===== src/rtl/demux_1to8_sipo_pkg.sv =====
// Shared constants and state encoding for the 1-to-8 demux serial-to-parallel receiver.
// Latency: n/a (package only).
// Backpressure: n/a (package only).
package demux_1to8_sipo_pkg;

    localparam int N     = 8;
    localparam int SEL_W = 3;

    typedef enum logic {
        ST_IDLE    = 1'b0,
        ST_COLLECT = 1'b1
    } state_e;

endpackage : demux_1to8_sipo_pkg


===== src/rtl/demux_1to8.sv =====
// Combinational 1-to-8 demultiplexer: steers D onto output Sel and raises that slot's write enable.
// Latency: 0 cycles, purely combinational.
// Backpressure: none; En gates both outputs to zero.
module demux_1to8
    import demux_1to8_sipo_pkg::*;
(
    input  logic             D,
    input  logic [SEL_W-1:0] Sel,
    input  logic             En,
    output logic [N-1:0]     Y,
    output logic [N-1:0]     We
);

    // One-hot write enable at the selected slot; data output carries D on that slot only
    always_comb begin
        We      = '0;
        We[Sel] = En;
        Y       = We & {N{D}};
    end

endmodule : demux_1to8


===== src/rtl/demux_1to8_sipo.sv =====
// Serial-to-parallel receiver: collects 8 LSB-first bits into a shadow byte and publishes it on Q with a Done pulse.
// Latency: Q/Done update on the edge sampling the 8th bit; visible the following cycle. Y is combinational.
// Backpressure: none; En=0 simply stalls collection (no timeout), Start always restarts the frame.
module demux_1to8_sipo
    import demux_1to8_sipo_pkg::*;
(
    input  logic             clk,
    input  logic             rst,
    input  logic             Start,
    input  logic             En,
    input  logic             D,
    output logic [SEL_W-1:0] Sel,
    output logic [N-1:0]     Y,
    output logic [N-1:0]     Q,
    output logic             Done,
    output logic             Busy
);

    state_e           state_q, state_d;
    logic [SEL_W-1:0] sel_q, sel_d;
    logic [N-1:0]     shadow_q, shadow_d;
    logic [N-1:0]     q_q, q_d;
    logic             done_q, done_d;

    logic             collecting;
    logic             complete;
    logic [N-1:0]     slot_we;

    assign collecting = (state_q == ST_COLLECT);
    // Last slot sampled this edge; completion holds even if Start arrives on the same edge
    assign complete   = collecting && En && (sel_q == SEL_W'(N-1));

    demux_1to8 u_demux (
        .D   (D),
        .Sel (sel_q),
        .En  (En && collecting),
        .Y   (Y),
        .We  (slot_we)
    );

    // Next-state, slot counter, shadow and output byte; Start takes priority over a normal bit write
    always_comb begin
        state_d  = state_q;
        sel_d    = sel_q;
        shadow_d = shadow_q;
        q_d      = q_q;
        done_d   = 1'b0;

        if (complete) begin
            q_d    = {D, shadow_q[N-2:0]};
            done_d = 1'b1;
        end

        if (Start) begin
            // Fresh frame; a coincident En bit lands in slot 0
            state_d     = ST_COLLECT;
            shadow_d    = '0;
            shadow_d[0] = En & D;
            sel_d       = En ? SEL_W'(1) : '0;
        end else if (collecting && En) begin
            shadow_d = (shadow_q & ~slot_we) | Y;
            sel_d    = sel_q + SEL_W'(1);
            if (complete) begin
                state_d = ST_IDLE;
            end
        end
    end

    // State registers with asynchronous reset that discards any partial frame and clears Q
    always_ff @(posedge clk or posedge rst) begin
        if (rst) begin
            state_q  <= ST_IDLE;
            sel_q    <= '0;
            shadow_q <= '0;
            q_q      <= '0;
            done_q   <= 1'b0;
        end else begin
            state_q  <= state_d;
            sel_q    <= sel_d;
            shadow_q <= shadow_d;
            q_q      <= q_d;
            done_q   <= done_d;
        end
    end

    assign Sel  = sel_q;
    assign Q    = q_q;
    assign Done = done_q;
    assign Busy = collecting;

endmodule : demux_1to8_sipo


===== config.mk =====
export PLATFORM = sky130hd
export DESIGN_NAME = demux_1to8_sipo
export DESIGN_NICKNAME = d
export VERILOG_FILES = /design/src/rtl/demux_1to8_sipo_pkg.sv /design/src/rtl/demux_1to8.sv /design/src/rtl/demux_1to8_sipo.sv
export SDC_FILE = /design/constraint.sdc
export NUM_CORES = 1
export LEC_CHECK = 0
export CAP_MARGIN = 20
export CORE_MARGIN = 2
export CORE_UTILIZATION = 40
export DETAILED_ROUTE_END_ITERATION = 8
export PLACE_DENSITY = 0.68
export SLEW_MARGIN = 10
export SYNTH_ARGS = -nofsm -noshare
export SYNTH_HDL_FRONTEND = slang
export SYNTH_SLANG_ARGS = --single-unit

===== constraint.sdc =====
create_clock -name clk -period 1.55 [get_ports clk]
set_input_delay 0.2325 -clock clk [delete_from_list [all_inputs] [get_ports clk]]
set_output_delay 0.2325 -clock clk [all_outputs]
set_load 0.01 [all_outputs]

; ---- Word-level counts from Yosys, hierarchy flattened
; Index checks and enable logic that the tools add are counted.
[classes]
n_addsub = 1
order_cmp = 2
n_eq_ne = 1
mux = 11
bitwise = 6
n_reduce_logical = 6
[ops]
columns = op, count
row1 = 8-bit bitwise AND, 3
row2 = 8-bit two-way mux, 2
row3 = 8-bit NOT, 1
row4 = 8-bit bitwise OR, 1
row5 = 1-bit two-way mux, 6
row6 = 3-bit two-way mux, 2
row7 = 3-bit by 4-bit < comparator with 1-bit output (second input constant), 1
row8 = 2-bit nonzero test, 2
row9 = 3-bit by 1-bit adder with 3-bit output (second input constant), 1
row10 = 1-bit demux with 3-bit select, 1
row11 = 3-bit equality test (second input constant), 1
row12 = 3-bit by 1-bit greater-or-equal comparator with 1-bit output (second input constant), 1
row13 = 1-bit logical AND, 3
row14 = 2-bit AND reduction, 1
row15 = 1-bit bitwise AND, 1
[totals]
ff_bits = 21
in_bits = 5
out_inout_bits = 21
elab_cells = 32

; ---- Depth between registers and ports, before layout
; Gate-level depths: netlist of the first run.
[depth]
word_depth = 10
depth_mapped = 4
mapped_depth_nobuf = 4

; ---- Modules after synthesis
; A second synthesis of the first run with hierarchy kept.
[hier_totals]
cells_unflattened = 92
hier_area_um2 = 996.0
[modules_own_cells]
columns = mod, n_inst, cells_per_inst, area_per_inst_um2
row1 = demux_1to8_sipo, 1, 69, 892.1
row2 = demux_1to8, 1, 23, 103.8

; ---- Least setup slack after synthesis of the first run
; OpenSTA, ideal clock, no wires.
[synth_path]
path_type = reg2reg
startpoint = register sel_q[0], in the netlist Sel[0]
endpoint = register q_q[0], in the netlist Q[0]
setup_time_ns = 0.125
arrival_time_ns = 1.316
t_required_ns = 1.425
slack_ns = 0.109
path_stages_with_launch = 5
n_path_buf = 0
period_less_slack_ns = 1.441
cell_sequence = dfrtp_1 ha_1 ha_1 nand2_8 mux2_4
[synth_between]
elab_chain_cells = 2
[synth_lines]
columns = element, line_no
row1 = start: declaration, demux_1to8_sipo.sv:20  ; logic [SEL_W-1:0] sel_q, sel_d;
row2 = start signal: assignment, demux_1to8_sipo.sv:79  ; sel_q <= sel_d;
row3 = 3-bit equality test, demux_1to8_sipo.sv:31  ; assign complete = collecting && En && (sel_q == SEL_W'(N-1));
row4 = 1-bit logical AND, demux_1to8_sipo.sv:31
row5 = end signal: assignment, demux_1to8_sipo.sv:81  ; q_q <= q_d;
row6 = end: declaration, demux_1to8_sipo.sv:22  ; logic [N-1:0] q_q, q_d;
; No other way between the ends.
; A chain may end at the register's enable or synchronous reset.

; ---- Final worst setup path of the first run
[layout_path]
startpoint = register sel_q[0], in the netlist Sel[0]
endpoint = output Y[0]
[layout_between]
elab_chain_cells = 6
elab_cells_between_ends = 7
classes_between = 2 x order compare / 2 x mux / 2 x bitwise / 1 x reduce/logical
[layout_lines]
columns = element, line_no
row1 = 3-bit by 4-bit < comparator with 1-bit output (not written as such) or 3-bit by 1-bit greater-or-equal comparator with 1-bit output (tied branches), demux_1to8.sv:17  ; We[Sel] = En;
row2 = 1-bit logical AND (not written as such), demux_1to8.sv:17
row3 = 1-bit two-way mux (not written as such), demux_1to8.sv:17
row4 = 1-bit demux with 3-bit select (*), -
row5 = 8-bit bitwise AND (no line) (*), -
row6 = 8-bit bitwise AND (*), demux_1to8.sv:18  ; Y = We & {N{D}};
row7 = end: declaration, demux_1to8_sipo.sv:13  ; output logic [N-1:0] Y,
; Mark *: on every way between the ends. The rest lies on a longest branch, timed or not.

==> results of run 1 <==
## stage by stage
stage,power (mW),std cells
final,1.13,171
after global routing,1.19,171
after CTS,1.11,167
after global placement,0.758,152
after detailed placement,0.763,152
after floorplan,0.658,85
## state kept, by name, indices dropped and copies added (netlist names), named ones only
register	flops
Busy	1
Done	1
Q	8
Sel	3
shadow_q	6
## timing repair
item | CTS | global route
setup buffers | 10 | 4
gates cloned | 1 | 0
endpoints found under the setup margin | 20 | 18
pin swaps | 7 | 5
resized for setup | 50 | 15
## cell usage after synthesis (all sizes together)
cell type	number	area, um2
a21o	1	8.76
a21oi	4	20.0
and2	1	8.76
and4b	1	10.0
buf	3	25.0
clkbuf	1	3.75
dfrtp	20	500
ha	2	25.0
inv	7	26.3
mux2	8	120
mux2i	2	20.0
nand2	3	27.5
nand2b	5	31.3
nand3	4	20.0
nand3b	2	15.0
nand4	1	6.26
nor2	5	18.8
nor3	3	15.0
o21a	5	37.5
o21ai	4	20.0
o311ai	1	8.76
o31a	1	8.76
or4	1	7.51
## worst paths after layout
path	start	to	slack [ps]
worst max-delay path	Sel[0]	Y[0]	-140
worst min-delay path	rst	Q[4]	240
worst max register to register	Sel[0]	Q[2]	-10
worst min register to register	Q[0]	Q[0]	520
max in group asynchronous	rst	Sel[1]	1080
min in group clk	En	Sel[0]	430
## critical path, cell delays in order, from the launching register on
cell and delay (ps):
dfrtp_1 420, buf_4 150, buf_6 120, nand3b_1 150, nor3_1 150, buf_2 160
## final cells by class
cell class,count,area [um2]
Fill cell,176,681
Sequential cell,20,502
Inverter,7,26.3
Clock buffer,4,36.3
Tap cell,28,35.0
Multi-Input combinational cell,55,528
Timing Repair Buffer,57,468
## cell families (layout without fill, tap and decap cells)
logic type | after synthesis | in the layout | share of synthesized area
fa+ha+maj | 2 | 2 | 0.0254
mux | 10 | 10 | 0.142
flops | 20 | 20 | 0.508
buf+inv | 11 | 68 | 0.0559
compound gates | 16 | 16 | 0.105
simple gates | 26 | 27 | 0.163
## metal layers
layer / part of all wire / routed length (um)
met2: 0.49 / 1270
met1: 0.43 / 1120
met5: 0 / 0
met3: 0.049 / 126
met4: 0.028 / 73
## power groups by stage
stage / registers [mW] / logic, mW / clock network [mW]
after floorplan: 0.569 / 0.0891 / 0
after global placement: 0.565 / 0.193 / 0
after detailed placement: 0.566 / 0.197 / 0
after CTS: 0.554 / 0.242 / 0.313
after global routing: 0.557 / 0.286 / 0.345
final: 0.554 / 0.268 / 0.303
==> results.md, run 1 <==
Global routing:
- The met2 track demand over resource in global routing is 0.340.
- The number of antenna violations at the first check in global routing is 0.
- After global routing the overflow that remains totals 0.
- For this run, the total global-route usage over all layers was measured as 0.203.
- For met1 alone, demand over resource in global routing was 0.254.
- The first global-routing pass estimated about 4 mm of wire.
- The pin count of the biggest net entering global routing is 21.
- The number of global-route vias before repair is ~850.
- After global routing, the most crowded layer is met2.
- For this run, global-route usage on met3 was measured as 0.0389.

Pwr:
- The sequential cell fraction of total power is 0.492.
- In this run the power density over the cells is 706 mW/mm2.
- The leakage power total is 0.825 nW.
- For this design the total switching power over the nets is 0.299 mW.
- Of the total power, the share spent switching nets is 0.266.
- The share of power burned in the clock network is 0.270.
- The internal power summed over all cells is roughly 0.83 mW.
- The highest ir drop seen on vdd is 423 uV.
- Of the total power, combinational logic draws 0.238.

Job:
- Across the run, the number of max-cap violations was 0.

Synth:
- The sequential-to-total area share from yosys stat is 0.508.
- The synthesized instance count is 85.
- The post-synthesis average cell area is 11.6 um2.
- The number of nets produced by synthesis is 92.
- Counting flops and latches in the post-synthesis netlist gives 20.
- For this run, the number of Yosys warnings is 0.
- The cell area after technology mapping is 985 um2.
- Yosys mapped the design onto 25 distinct sky130hd cell types.

STA:
- Once routing completed, OpenROAD measured the worst setup slack at -136 ps.
- Setup repair after global routing could not meet its margin everywhere.
- The hold violation total from the final report is 0.
- On the final layout, the worst hold slack is 239 ps.
- The remaining max-slew budget at the tightest pin is 0.803.
- The post-route clock period utilization is 1.09.
- The actual slew at the worst max-slew pin is 291 ps.
- Setup violations remaining at the end of the flow were counted as 9.
- The final critical-path required period is 1690 ps.
- On the final layout, the worst clock skew is 8.82 ps.
- The final count of pins violating max slew is 0.
- The sum of negative setup slack is -417 ps.
- For this run, the top clock speed supported by timing is 593 MHz.

Critical path:
- The startpoint kind of the worst setup timing path is a flip-flop.
- Along the worst path, the maximum fanout reaches 5.
- STA classifies the critical path endpoint as an output pin.
- At the worst endpoint, the arrival time is 1450 ps.
- At the worst endpoint, the required time is 1320 ps.
- Counting cells, the worst reg-to-reg path comes to 6.
- The class of the most critical setup path is reg -> out.

Detailed routing:
- The detailed router finished its first iteration with 33 violations.
- The routed via count is 874.
- In this run the remaining antenna-violating nets after routing total 0.
- The number of search-and-repair iterations in the first detailed-routing pass is 4.
- The final routed wire length divided by cell count is 15.1 um.
- After detailed routing, the number of remaining DRC violations is 0.
- After detailed routing, the number of vias per cell comes to 5.11.
- The overall routed net length is 2.58 mm.

Die:
- The effective utilization at floorplan is 0.433.
- The height of the die is roughly 54 um.
- The number of placed I/O pins is 26.
- The die footprint is about 0.0029 mm2.
- The total number of placement rows is 17.
- In this run the standard cell core region covers 0.00228 mm2.
- The die is 53.6 um wide.

Layout:
- The number of antenna diodes in the final layout is 0.
- The post-layout net count is 151.
- The relative area change from synthesis to final layout is 62.0%.
- The library cells used most frequently in the layout, excluding fill and tap cells, are buf_4, dfrtp_1, clkdlybuf4s50_1.
- The final standard cell utilization of the core is 0.701.
- The most frequent standard cell in the layout excluding fill and tap cells is buf_4.
- The post-route cell area is 0.00160 mm2.
- Of the cells placed in the final design, the portion with a size suffix greater than 1 is 0.490.

Run status:
- The checks that failed: negative setup slack.
- The flow ran to the end, but the final reports show violations.

Placed design:
- The post-placement cell area is roughly 0.0014 mm2.
- The count of buffers added on input and output ports is 25.
- The final weighted congestion in routability-driven placement is 0.807.
- Once detailed placement completed, the half-perimeter wirelength came to 1.53 mm.
- OpenSTA, run right after detailed placement, puts the worst setup slack at -549 ps.

Clock network:
- The clock tree buffer depth is 2.
- The number of clock sinks seen by CTS is 20.
- The number of clock buffers inserted by TritonCTS is 3.
- Clock tree synthesis selected as its root buffer the cell clkbuf_4.
- The clock-pin slew on the worst setup and hold paths is 120 ps.
- The hold-fix buffer count after cts is 0.
- TritonCTS built the clock tree.
- In this run the number of H-tree levels came out at 1.
- The insertion delay of the later-clocked pin in the worst-skew pair is 300 ps.

Hold path:
- The worst min-delay path class is in -> async.
Power figures use the tool's default switching activity.
==> run 2: changes to the inputs <==
CORE_MARGIN = 8   (was 2)
GPL_TIMING_DRIVEN = 0   (was unset)
SLEW_MARGIN = unset   (was 10)
==> results.md, run 2 (same netlist as run 1, synthesis figures left out) <==
Clock network:
- In this run the clock root is driven by a clkbuf_4.
- Hold repair after CTS inserted 0 buffers.
- After clock tree synthesis, the clock-pin slew on the worst setup and hold paths is between 100 and 150 ps.
- The number of clock sinks seen by CTS is 20.
- CTS built an H-tree with a depth of 1.
- The clock tree buffer depth is 2.
- The CTS tree is done.
- The number of clock buffers inserted by TritonCTS is 3.
- The insertion delay of the later-clocked pin in the worst-skew pair is 300 ps.

Layout:
- Relative to the synthesized area, the layout overhead comes to 52.7%.
- The final instance count without filler cells is 158.
- The library cells used most frequently in the layout, excluding fill and tap cells, are dfrtp_1, clkdlybuf4s50_1, buf_4.
- The number of filler cells placed in the layout is 191.
- The post-layout net count is about 140.
- The library cell used most frequently in the layout, excluding fill and tap cells, is dfrtp_1.
- Of the cells placed in the final design, the portion with a size suffix greater than 1 is 0.453.
- The register with the most flip-flops in the layout has 8 of them.
- The number of antenna diodes in the final layout is 0.

Critical path:
- STA classifies the critical path startpoint as a flip-flop.
- The setup slack on the worst flop-to-flop path is -10 ps.
- In this run the critical register-to-register path is captured at Q[6].
- The depth of the most critical reg-to-reg path is 6.
- Data arrives at the worst endpoint at 1450 ps.
- The worst flop-to-flop path startpoint is Sel[0].
- The largest stage delay on the critical path is 440 ps.
- By startpoint and endpoint, the worst setup path is classified as reg -> out.
- The largest individual stage delay along the critical path comes from the cell dfrtp_2.
- The kind of end point of the critical path is an output pin.
- Counting stages on the worst path, the most repeated cell is buf_6.
- Of all nets on the critical path, the largest fanout is 3.
- Traced cell by cell, the critical path runs through and4b_1 > buf_6 > buf_6 > nand2b_4 > inv_2 > buf_6.
- At the worst endpoint, the required time is 1320 ps.

Die:
- The horizontal extent of the die is 65.6 um.
- The standard cell core area is 0.00241 mm2.
- The die footprint is 0.00431 mm2.
- For this configuration, the core starts out at a cell density of 0.409.
- The initialized floorplan defines 18 standard-cell rows.
- The height of the die is 65.6 um.
- The number of placed I/O pins is 26.

Detailed routing:
- The number of search-and-repair iterations in the first detailed-routing pass is 4.
- The detailed-route DRC error count is 0.
- The starting DRC count in detailed routing is 28.
- The number of nets still failing antenna checks after routing is 0.
- The detailed router placed 827 vias in this run.
- In the routed layout, each cell is associated on average with a via count of between 5 and 6.
- In the final routed layout, each cell accounts on average for 15.5 um.
- The final layout contains routed wiring with a total length of 2.45 mm.

STA:
- The hold violation total from the final report is 0.
- Setup repair after global routing could not meet its margin everywhere.
- The worst hold slack across all endpoints is 357 ps.
- For this run, the top clock speed supported by timing is 593 MHz.
- The worst-case clock skew is 3.72 ps.
- At the pin with the least slew margin, the transition time is 769 ps.
- The minimum setup slack in the final design is -137 ps.
- The final critical-path required period is 1690 ps.
- Measured against its own limit, the worst slew margin works out to 0.487.
- The final count of pins violating max slew is 0.
- The number of endpoints failing setup at the final stage is 10.
- In the finished design, the share of the clock period the worst path needs comes to 1.09.

Pwr:
- The highest ir drop seen on vdd is 594 uV.
- For this design the static power due to leakage is approximately 0.76 nW.
- The total design power is 1.09 mW.
- In this run the power density over the cells is 724 mW/mm2.

Run status:
- The run finished, with violations left.
- The checks that failed: negative setup slack.

Hold path:
- The worst min-delay path class is in -> async.

Placed design:
- Buffers placed on the I/O ports in this run total 25.
- The final weighted congestion in routability-driven placement is 0.789.
- Counting tap cells, the placed design contains a total of 140 instances.
- The post-DP HPWL is 1.49 mm.

Job:
- The count of maximum capacitance violations is 0.

Global routing:
- The first global-routing pass estimated between 3 and 4 mm of wire.
- The number of antenna violations at the first check in global routing is 0.
- The number of global-route vias before repair was 849.
- The residual overflow from global routing is 0.
- The overall routing resource usage is 0.112.
- The pin count of the biggest net entering global routing is 21.
==> run 2: changes by cell type in the layout (fill, tap and decap cells not counted), sizes merged <==
cell	previous run	this run
dlymetal6s2s	0	1
clkdlybuf4s15	1	0
buf	40	25
==> run 2: worst max path at each step <==
stage	startpoint	end	slack, ps
after global routing	Sel[0]	Y[4]	-180
after detailed placement	En	Y[3]	-610
final	Sel[0]	Y[4]	-140
after global placement	En	Y[3]	-590
after CTS	Sel[1]	Y[5]	-150
after floorplan	Sel[0]	Q[0]	110
==> run 2: metrics by stage <==
step	TNS (ps)	cell area (um2)	setup slack [ps]	util
floorplan	0	985	109	-
global placement	-5080	1270	-588	0.528
detailed placement	-5410	1270	-612	0.528
CTS	-1110	1430	-148	0.592
global route	-1180	1500	-183	0.624
finish	-507	1500	-137	0.624
==> run 2: cell type report <==
| class | instances | area [um2] | area share |
|---|---|---|---|
| multi-input cells | 55 | 531 | 0.353 |
| flip-flops and latches | 20 | 503 | 0.334 |
| repair buffers | 39 | 344 | 0.229 |
| well taps | 30 | 37.5 | 0.0250 |
| clock buffers | 4 | 36.3 | 0.0241 |
| plain buffers | 3 | 26.3 | 0.0175 |
| inverters | 7 | 26.3 | 0.0175 |
==> run 2: worst max-delay path, delay by kind of cell, from the launching register on <==
kind | cells | cell delay [ps]
buffers and inverters | 4 | 360
AND/OR/NAND/NOR | 2 | 350
flip-flops | 1 | 440
==> run 2: timing repair <==
item,in CTS,in global routing
buffers inserted,11,3
pin swaps,2,6
resized for setup,54,16
cloned,0,1
endpoints found under the setup margin,10,16
==> run 2: layer usage <==
metal	GRT usage	wire length, um
met5	0	0
met4	0.0136	4
met3	0.0527	240
met2	0.191	1150
met1	0.127	1050
==> run 2: report_power, final <==
group,switching (mW),total [mW],internal (mW)
sequential,0.0146,0.556,0.541
clock,0.162,0.305,0.143
combinational,0.112,0.228,0.116
